File: src/rtl/multicycle_controller_if.sv
// Control/status bundle between the multicycle controller and its datapath/memory.
interface multicycle_controller_if;
  logic [31:0] instr;
  logic        zero;
  logic        mem_ready;
  logic        mem_req;
  logic        iord;
  logic        memwrite;
  logic        irwrite;
  logic        pcen;
  logic [1:0]  pcsrc;
  logic        alusrca;
  logic [1:0]  alusrcb;
  logic        immzext;
  logic [2:0]  alucontrol;
  logic        regwrite;
  logic        regdst;
  logic [1:0]  memtoreg;
  logic        done;
  logic        halted;

  modport master (
    input  instr, zero, mem_ready,
    output mem_req, iord, memwrite, irwrite, pcen, pcsrc, alusrca, alusrcb,
           immzext, alucontrol, regwrite, regdst, memtoreg, done, halted
  );

  modport slave (
    output instr, zero, mem_ready,
    input  mem_req, iord, memwrite, irwrite, pcen, pcsrc, alusrca, alusrcb,
           immzext, alucontrol, regwrite, regdst, memtoreg, done, halted
  );
endinterface

File: src/rtl/multicycle_controller.sv
// Multi-cycle control FSM for the MIPS-subset datapath with a memory wait watchdog.
module multicycle_controller #(
  parameter int unsigned TIMEOUT = 255
) (
  input logic                     clk,
  input logic                     reset,
  multicycle_controller_if.master bus
);

  typedef enum logic [3:0] {
    IDLE, FETCH, DECODE, EXEC, ALUWB, MEMADR, MEMREAD, MEMWB,
    MEMWRITE, BRANCH, JUMP, LUIWB, HALT
  } state_t;

  localparam logic [5:0] OP_RTYPE = 6'b000000;
  localparam logic [5:0] OP_ADDIU = 6'b001001;
  localparam logic [5:0] OP_ORI   = 6'b001101;
  localparam logic [5:0] OP_LW    = 6'b100011;
  localparam logic [5:0] OP_SW    = 6'b101011;
  localparam logic [5:0] OP_BEQ   = 6'b000100;
  localparam logic [5:0] OP_BLTZ  = 6'b000001;
  localparam logic [5:0] OP_J     = 6'b000010;
  localparam logic [5:0] OP_LUI   = 6'b001111;

  localparam logic [5:0] FN_ADDU = 6'b100001;
  localparam logic [5:0] FN_SUBU = 6'b100011;
  localparam logic [5:0] FN_AND  = 6'b100100;
  localparam logic [5:0] FN_OR   = 6'b100101;
  localparam logic [5:0] FN_SLTU = 6'b101011;

  localparam logic [2:0] ALU_ADD = 3'b101;
  localparam logic [2:0] ALU_SUB = 3'b001;
  localparam logic [2:0] ALU_AND = 3'b111;
  localparam logic [2:0] ALU_OR  = 3'b110;
  localparam logic [2:0] ALU_SLT = 3'b000;
  localparam logic [2:0] ALU_UND = 3'b011;

  localparam logic [8:0] TO = 9'(TIMEOUT);

  state_t     state, state_next;
  logic [7:0] wait_cnt;
  logic [8:0] wait_inc;
  logic       expired;
  logic [5:0] op;
  logic [5:0] funct;
  logic       unused_instr;

  assign op           = bus.instr[31:26];
  assign funct        = bus.instr[5:0];
  assign unused_instr = ^bus.instr[25:6];

  // The access times out when this waiting cycle would bring the count up to TIMEOUT.
  assign wait_inc = {1'b0, wait_cnt} + 9'd1;
  assign expired  = (TO != 9'd0) && !bus.mem_ready && (wait_inc >= TO);

  // State register and memory wait counter (cleared whenever the state changes).
  always_ff @(posedge clk) begin
    if (!reset) begin
      state    <= IDLE;
      wait_cnt <= '0;
    end else begin
      state <= state_next;
      if (state_next != state)
        wait_cnt <= '0;
      else if (bus.mem_req && !bus.mem_ready && (wait_cnt != '1))
        wait_cnt <= wait_cnt + 8'd1;
    end
  end

  // Next-state and control output decode.
  always_comb begin
    state_next     = state;
    bus.mem_req    = 1'b0;
    bus.iord       = 1'b0;
    bus.memwrite   = 1'b0;
    bus.irwrite    = 1'b0;
    bus.pcen       = 1'b0;
    bus.pcsrc      = 2'b00;
    bus.alusrca    = 1'b0;
    bus.alusrcb    = 2'b00;
    bus.immzext    = 1'b0;
    bus.alucontrol = ALU_UND;
    bus.regwrite   = 1'b0;
    bus.regdst     = 1'b0;
    bus.memtoreg   = 2'b00;
    bus.done       = 1'b0;
    bus.halted     = 1'b0;

    case (state)
      IDLE: state_next = FETCH;

      FETCH: begin
        bus.mem_req    = 1'b1;
        bus.alusrcb    = 2'b01;
        bus.alucontrol = ALU_ADD;
        bus.irwrite    = bus.mem_ready;
        bus.pcen       = bus.mem_ready;
        if (bus.mem_ready)
          state_next = DECODE;
        else if (expired)
          state_next = HALT;
      end

      DECODE: begin
        bus.alusrcb    = 2'b11;
        bus.alucontrol = ALU_ADD;
        case (op)
          OP_RTYPE: begin
            case (funct)
              FN_ADDU, FN_SUBU, FN_AND, FN_OR, FN_SLTU: state_next = EXEC;
              default:                                  state_next = HALT;
            endcase
          end
          OP_ADDIU, OP_ORI: state_next = EXEC;
          OP_LW, OP_SW:     state_next = MEMADR;
          OP_BEQ, OP_BLTZ:  state_next = BRANCH;
          OP_J:             state_next = JUMP;
          OP_LUI:           state_next = LUIWB;
          default:          state_next = HALT;
        endcase
      end

      EXEC: begin
        bus.alusrca = 1'b1;
        if (op == OP_RTYPE) begin
          bus.alusrcb = 2'b00;
          case (funct)
            FN_ADDU: bus.alucontrol = ALU_ADD;
            FN_SUBU: bus.alucontrol = ALU_SUB;
            FN_AND:  bus.alucontrol = ALU_AND;
            FN_OR:   bus.alucontrol = ALU_OR;
            FN_SLTU: bus.alucontrol = ALU_SLT;
            default: bus.alucontrol = ALU_UND;
          endcase
        end else if (op == OP_ORI) begin
          bus.alusrcb    = 2'b10;
          bus.immzext    = 1'b1;
          bus.alucontrol = ALU_OR;
        end else begin
          bus.alusrcb    = 2'b10;
          bus.alucontrol = ALU_ADD;
        end
        state_next = ALUWB;
      end

      ALUWB: begin
        bus.regwrite = 1'b1;
        bus.regdst   = (op == OP_RTYPE);
        bus.done     = 1'b1;
        state_next   = FETCH;
      end

      MEMADR: begin
        bus.alusrca    = 1'b1;
        bus.alusrcb    = 2'b10;
        bus.alucontrol = ALU_ADD;
        state_next     = (op == OP_LW) ? MEMREAD : MEMWRITE;
      end

      MEMREAD: begin
        bus.mem_req = 1'b1;
        bus.iord    = 1'b1;
        if (bus.mem_ready)
          state_next = MEMWB;
        else if (expired)
          state_next = HALT;
      end

      MEMWB: begin
        bus.regwrite = 1'b1;
        bus.memtoreg = 2'b01;
        bus.done     = 1'b1;
        state_next   = FETCH;
      end

      MEMWRITE: begin
        bus.mem_req  = 1'b1;
        bus.iord     = 1'b1;
        bus.memwrite = 1'b1;
        bus.done     = bus.mem_ready;
        if (bus.mem_ready)
          state_next = FETCH;
        else if (expired)
          state_next = HALT;
      end

      BRANCH: begin
        bus.alusrca = 1'b1;
        bus.alusrcb = 2'b00;
        bus.pcsrc   = 2'b01;
        bus.done    = 1'b1;
        if (op == OP_BEQ) begin
          bus.alucontrol = ALU_SUB;
          bus.pcen       = bus.zero;
        end else begin
          bus.alucontrol = ALU_SLT;
          bus.pcen       = ~bus.zero;
        end
        state_next = FETCH;
      end

      JUMP: begin
        bus.pcsrc  = 2'b10;
        bus.pcen   = 1'b1;
        bus.done   = 1'b1;
        state_next = FETCH;
      end

      LUIWB: begin
        bus.regwrite = 1'b1;
        bus.memtoreg = 2'b10;
        bus.done     = 1'b1;
        state_next   = FETCH;
      end

      HALT: bus.halted = 1'b1;

      default: state_next = IDLE;
    endcase
  end

endmodule

File: src/flat_wrapper.sv
// flat-port wrapper written by rule: the top's interface ports become plain ports
module multicycle_controller_flat 
#(
  parameter int unsigned TIMEOUT = 255
)
  (clk, reset, bus_instr, bus_zero, bus_mem_ready, bus_mem_req, bus_iord, bus_memwrite, bus_irwrite, bus_pcen, bus_pcsrc, bus_alusrca, bus_alusrcb, bus_immzext, bus_alucontrol, bus_regwrite, bus_regdst, bus_memtoreg, bus_done, bus_halted);
  multicycle_controller_if bus_i ();
  input logic clk;
  input logic reset;
  input wire logic [$bits(bus_i.instr)-1:0] bus_instr;
  input wire logic [$bits(bus_i.zero)-1:0] bus_zero;
  input wire logic [$bits(bus_i.mem_ready)-1:0] bus_mem_ready;
  output wire logic [$bits(bus_i.mem_req)-1:0] bus_mem_req;
  output wire logic [$bits(bus_i.iord)-1:0] bus_iord;
  output wire logic [$bits(bus_i.memwrite)-1:0] bus_memwrite;
  output wire logic [$bits(bus_i.irwrite)-1:0] bus_irwrite;
  output wire logic [$bits(bus_i.pcen)-1:0] bus_pcen;
  output wire logic [$bits(bus_i.pcsrc)-1:0] bus_pcsrc;
  output wire logic [$bits(bus_i.alusrca)-1:0] bus_alusrca;
  output wire logic [$bits(bus_i.alusrcb)-1:0] bus_alusrcb;
  output wire logic [$bits(bus_i.immzext)-1:0] bus_immzext;
  output wire logic [$bits(bus_i.alucontrol)-1:0] bus_alucontrol;
  output wire logic [$bits(bus_i.regwrite)-1:0] bus_regwrite;
  output wire logic [$bits(bus_i.regdst)-1:0] bus_regdst;
  output wire logic [$bits(bus_i.memtoreg)-1:0] bus_memtoreg;
  output wire logic [$bits(bus_i.done)-1:0] bus_done;
  output wire logic [$bits(bus_i.halted)-1:0] bus_halted;
  assign bus_i.instr = bus_instr;
  assign bus_i.zero = bus_zero;
  assign bus_i.mem_ready = bus_mem_ready;
  assign bus_mem_req = bus_i.mem_req;
  assign bus_iord = bus_i.iord;
  assign bus_memwrite = bus_i.memwrite;
  assign bus_irwrite = bus_i.irwrite;
  assign bus_pcen = bus_i.pcen;
  assign bus_pcsrc = bus_i.pcsrc;
  assign bus_alusrca = bus_i.alusrca;
  assign bus_alusrcb = bus_i.alusrcb;
  assign bus_immzext = bus_i.immzext;
  assign bus_alucontrol = bus_i.alucontrol;
  assign bus_regwrite = bus_i.regwrite;
  assign bus_regdst = bus_i.regdst;
  assign bus_memtoreg = bus_i.memtoreg;
  assign bus_done = bus_i.done;
  assign bus_halted = bus_i.halted;
  multicycle_controller #(.TIMEOUT(TIMEOUT)) u_core (.clk(clk), .reset(reset), .bus(bus_i));
endmodule
File: config.mk
export PLATFORM = sky130hd
export DESIGN_NAME = multicycle_controller_flat
export DESIGN_NICKNAME = d
export VERILOG_FILES = /design/src/rtl/multicycle_controller_if.sv /design/src/rtl/multicycle_controller.sv /design/src/flat_wrapper.sv
export SDC_FILE = /design/constraint.sdc
export NUM_CORES = 1
export LEC_CHECK = 0
export BUFFER_PORTS_ARGS = -buffer_cell sky130_fd_sc_hd__buf_4
export CORE_MARGIN = 4
export CORE_UTILIZATION = 30
export DETAILED_ROUTE_END_ITERATION = 12
export SLEW_MARGIN = 5
export SYNTH_ARGS = -nofsm -noshare
export SYNTH_HDL_FRONTEND = slang
export SYNTH_SLANG_ARGS = --single-unit
File: constraint.sdc
create_clock -name clk -period 1.7 [get_ports clk]
set_input_delay 0.34 -clock clk [delete_from_list [all_inputs] [get_ports clk]]
set_output_delay 0.34 -clock clk [all_outputs]
set_load 0.02 [all_outputs]
# Word level (Yosys, flattened, before mapping)
# Index checks and enable logic that the tools add are counted.
# word_totals
regBits	12
input_bits	36
out_inout_bits	20
word_cells	83
# classes
addsub	2
magnitude_cmp	1
n_eq_ne	27
n_mux	31
n_bitwise	2
n_reduce_logical	18
# ops
op	count
6-bit == test (second input constant)	7
4-bit one-hot mux with 8 select lines	1
4-bit 2-to-1 mux	6
4-bit one-hot mux with 6 select lines	1
4-bit == test (second input constant)	5
6-bit by 4-bit == test with 1-bit output (second input constant)	3
4-bit by 3-bit == test with 1-bit output (second input constant)	4
3-bit one-hot mux with 5 select lines	1
1-bit 2-to-1 mux	13
3-bit OR reduction	4
2-bit OR reduction	5
5-bit OR reduction	2
8-bit by 1-bit adder with 9-bit output (second input constant)	1
9-bit by 8-bit >= comparator with 1-bit output (second input constant)	1
3-bit one-hot mux with 3 select lines	1
8-bit by 1-bit adder with 8-bit output (second input constant)	1
4-bit by 2-bit == test with 1-bit output (second input constant)	2
8-bit inequality test (second input constant)	1
2-bit one-hot mux with 2 select lines	2
2-bit one-hot mux with 4 select lines	1
6-bit by 1-bit == test with 1-bit output (second input constant)	1
6-bit by 2-bit == test with 1-bit output (second input constant)	1
6-bit by 3-bit == test with 1-bit output (second input constant)	1
6-bit zero test	1
11 further kinds	15

# Longest topological paths before layout
# depth
depth_word	8
mapped_depth	8

# Worst setup path after synthesis
# OpenSTA, ideal clock, no wires.
# synth_path
path_kind	reg2out
from	register u_core.state[2]
to	output port bus_done
arrival_time_ps	1692
required_ps	1360
slack_ps	-332
stages_incl_launch_ff	6
path_cell_list	dfxtp_1 -> clkbuf_8 -> clkbuf_1 -> clkbuf_1 -> a21oi_1 -> a221oi_1
# synth_between
elab_chain_cells	3
elab_cells_between_ends	8
# synth_lines
item	line	source
from (decl)	multicycle_controller.sv:40	state_t state, state_next;
from (signal assigned)	multicycle_controller.sv:62	state <= state_next;
4-bit by 3-bit == test with 1-bit output / 4-bit == test (equally long branches)	multicycle_controller.sv:89	case (state)
5-bit OR reduction (no line)	-	
1-bit one-hot mux with 2 select lines *	multicycle_controller.sv:89	
to (decl)	flat_wrapper.sv:26	output wire logic [$bits(bus_i.done)-1:0] bus_done;
# Mark *: on every way between the ends. The rest lies on a longest branch, timed or not.

# Worst setup path in the final report
# layout_path
from	register u_core.state[1]
to	output port bus_alucontrol[0]
# layout_between
elab_chain_cells	3
elab_cells_between_ends	7
# layout_lines
item	line	source
4-bit by 3-bit == test with 1-bit output, or another cell as far along	multicycle_controller.sv:89	
3-bit OR reduction (no line)	-	
3-bit one-hot mux with 3 select lines *	multicycle_controller.sv:89	
to (decl)	flat_wrapper.sv:22	output wire logic [$bits(bus_i.alucontrol)-1:0] bus_alucontrol;
# Marks and branches as above.

==> results.md <==
- Status: finished, violations left
- Failing checks: setup timing
- Row count: 26
- Fin area: around 3300 um^2
- Crit share post-route: 108%
- Metal2 WL: 3100 um
- Drt first-iter violations: about 170
- EDFF count, synth: 0
- Yosys warns: 0
- HP Class: in -> reg
- ANT cells: 0
- Crit path cell chain: nor2b_2 > nand2_2 > o41ai_2 > nand2_1 > o21ai_2 > buf_6
- TritonCTS Buffers: 3
- Sequential share of the synthesized area: 15.1%
- Met3 wire len: 207 um
- Relative slew slack: 67.0%
- Crit. End Element: primary output
- Net Count, Synth: 270
- Slew Limit Fails: 0
- Hold_buf cts: 0
- Routed Antenna Nets: 0
- Startpoint class of the critical path: flop
- Maxcap violations: 0
- Crit Reg-Reg Startpoint: u_core.wait_cnt[3]
- Cell area after synthesis: between 1500 and 2000 um^2
- Drt wl/cell: roughly 15 um
- Via count: 2213
- Crit path setup slack, layout: -0.142 ns
- Layout area overhead: 108%
- Most frequent cells in the layout: 100 x buf_4, 25 x buf_6, 18 x nor2_1
- Detailed Route WL: roughly 6200 um
- Number of global-route vias before repair: approximately 2100
- Ys flop type: dfxtp_1
- Seq cells post-synth: 12
- DP Area: between 2000 and 3000 um^2
- Worst EP arrival: 1.50 ns
- DRC errors left: 0
- Commonest non-fill, non-tap cell in the layout: buf_4
- RD Place Congestion: approximately 0.87
- Clk Latency, worst-skew pair: 0.24 ns
- Die area: between 6000 and 7000 um^2
- Netlist cell types: 63
- Total track usage: between 10% and 20%
- CTS root buf: clkbuf_8
- Max FO, Critical Path: 8
- Grt total ovfl: 0
- IO buf count: 35
- Worst-case clock buffer depth: 2
- RSZ-0062 raised after global routing: true
- Setup violations, final: 23
- Max stage delay on crit path: around 0.4 ns
- Total clock sinks: 12
- CTS tree: yes
- Initial Utilization: between 30% and 40%
- Setup TNS: -2.15 ns
- Worst path required time: approximately 1.4 ns
- M1 wire length: around 2800 um
- DR vias/cell: around 5.2
- Slowest cell on crit path: dfxtp_4
- Largest net degree at the start of global routing: 12
- First-pass GRT wire length: 9740 um
- Worst slew pin tran: about 0.49 ns
- Antenna violations before repair: 0
- Post-Syn Instances: 232
- Syn Area/Cell: roughly 7 um^2
- P_leak: around 1.4 nW
- Share of cells above drive strength 1: 62.9%
- Fmax: between 500 and 600 MHz
- HPWL Detailed: around 4100 um
- Clock transition at the registers of the reported paths: about 0.050 ns
- Worst vdd ir: 262 uV
- Skew final: 0.00226 ns
- CTS H-tree depth: 1
- P per Cell Area: approximately 480 nW/um^2
- Final min period: ~1.8 ns
- Async SR Flop Fraction: 0%
- Hold Path Origin: reset
- Fin nets: between 300 and 400
- Num ports: 56
- Die Y: 80.9 um
- Hold slack: roughly 0.40 ns
- Die width: 80.9 um
- Final hold violation count: 0
- Top sig layer: met4
- Crit Path Class: reg -> out
- Critical path launch point: u_core.state[1]
- Router iterations before antenna repair: 4
- Core ar.: between 5000 and 6000 um^2
==> power by group <==
group | switching [mW] | total [mW] | internal [mW] | leakage (nW)
logic | 0.461 | 0.958 | 0.497 | 1.22
clock network | 0.111 | 0.316 | 0.205 | 0.0288
registers | 0.0223 | 0.310 | 0.288 | 0.103
==> through the flow <==
step / utilization, % / setup WS, ns / total power [mW] / instances
finish: 64.6 / -0.142 / 1.58 / 423
global route: 64.6 / -0.206 / 1.66 / 423
CTS: 60.0 / -0.120 / 1.47 / 420
detailed placement: 49.7 / -0.345 / 0.983 / 400
global placement: 49.7 / -0.312 / 0.978 / 400
floorplan: - / -0.0348 / 0.659 / 232
==> routing by layer <==
metal,global-route usage [%],vias up
li1,-,1116
met2,31.1,65
met1,24.8,1019
met4,4.05,0
met3,1.33,13
met5,0,-
==> critical path: cells and delay by family (launching register included) <==
family | cells | cell delay (ns)
AOI/OAI and AO/OA | 2 | 0.35
DFF | 1 | 0.40
and+or+nand+nor | 3 | 0.38
buffers and inverters | 1 | 0.13
==> layout make-up <==
type / count / area [um^2]
Sequential cell: 12 / 269
Fill cell: 437 / 1820
Multi-Input combinational cell: 198 / 1700
Timing Repair Buffer: 132 / 1170
Clock buffer: 4 / 55.1
Tap cell: 70 / 87.6
Inverter: 7 / 28.8
==> cell families after synthesis <==
logic type                 synth area share [%]
and+or+nand+nor                            37.9
AOI/OAI and AO/OA                          31.3
buffers and inverters                      6.13
DFF                                        15.1
muxes                                      4.71
xor gates and xnor gates                   3.30
adders and majority gates                  1.57
==> sequential cells by signal, summed over array words and instances (netlist names) <==
signal           cells
u_core.state         4
u_core.wait_cnt      8
==> Yosys cell counts, drive strengths merged, types with 4 or more instances <==
| master | n | area (um^2) |
|---|---|---|
| a21oi | 10 | 53.8 |
| xor2 | 4 | 35.0 |
| clkbuf | 10 | 48.8 |
| mux2i | 6 | 60.1 |
| nor3 | 18 | 106 |
| o21ai | 16 | 80.1 |
| nor2 | 29 | 109 |
| and3 | 4 | 25.0 |
| nand2b | 7 | 43.8 |
| nand2 | 22 | 82.6 |
| a31oi | 7 | 50.1 |
| nand3 | 6 | 35.0 |
| nor2b | 8 | 50.1 |
| inv | 7 | 26.3 |
| dfxtp | 12 | 240 |
| buf | 5 | 22.5 |
==> repair_timing <==
action	in CTS	in global routing
pin swaps	36	24
cloned	1	0
buffers inserted	15	4
gates resized for setup	81	45
setup endpoints to repair	30	29
==> worst paths after layout <==
path / endpoint / cells past startpoint / slack [ns]
max reg2reg: u_core.wait_cnt[1] / 7 / -0.14
max: bus_alucontrol[0] / 6 / -0.14
min reg2reg: u_core.wait_cnt[7] / 2 / 0.63
min: u_core.state[0] / 3 / 0.40
Power figures use the tool's default switching activity.
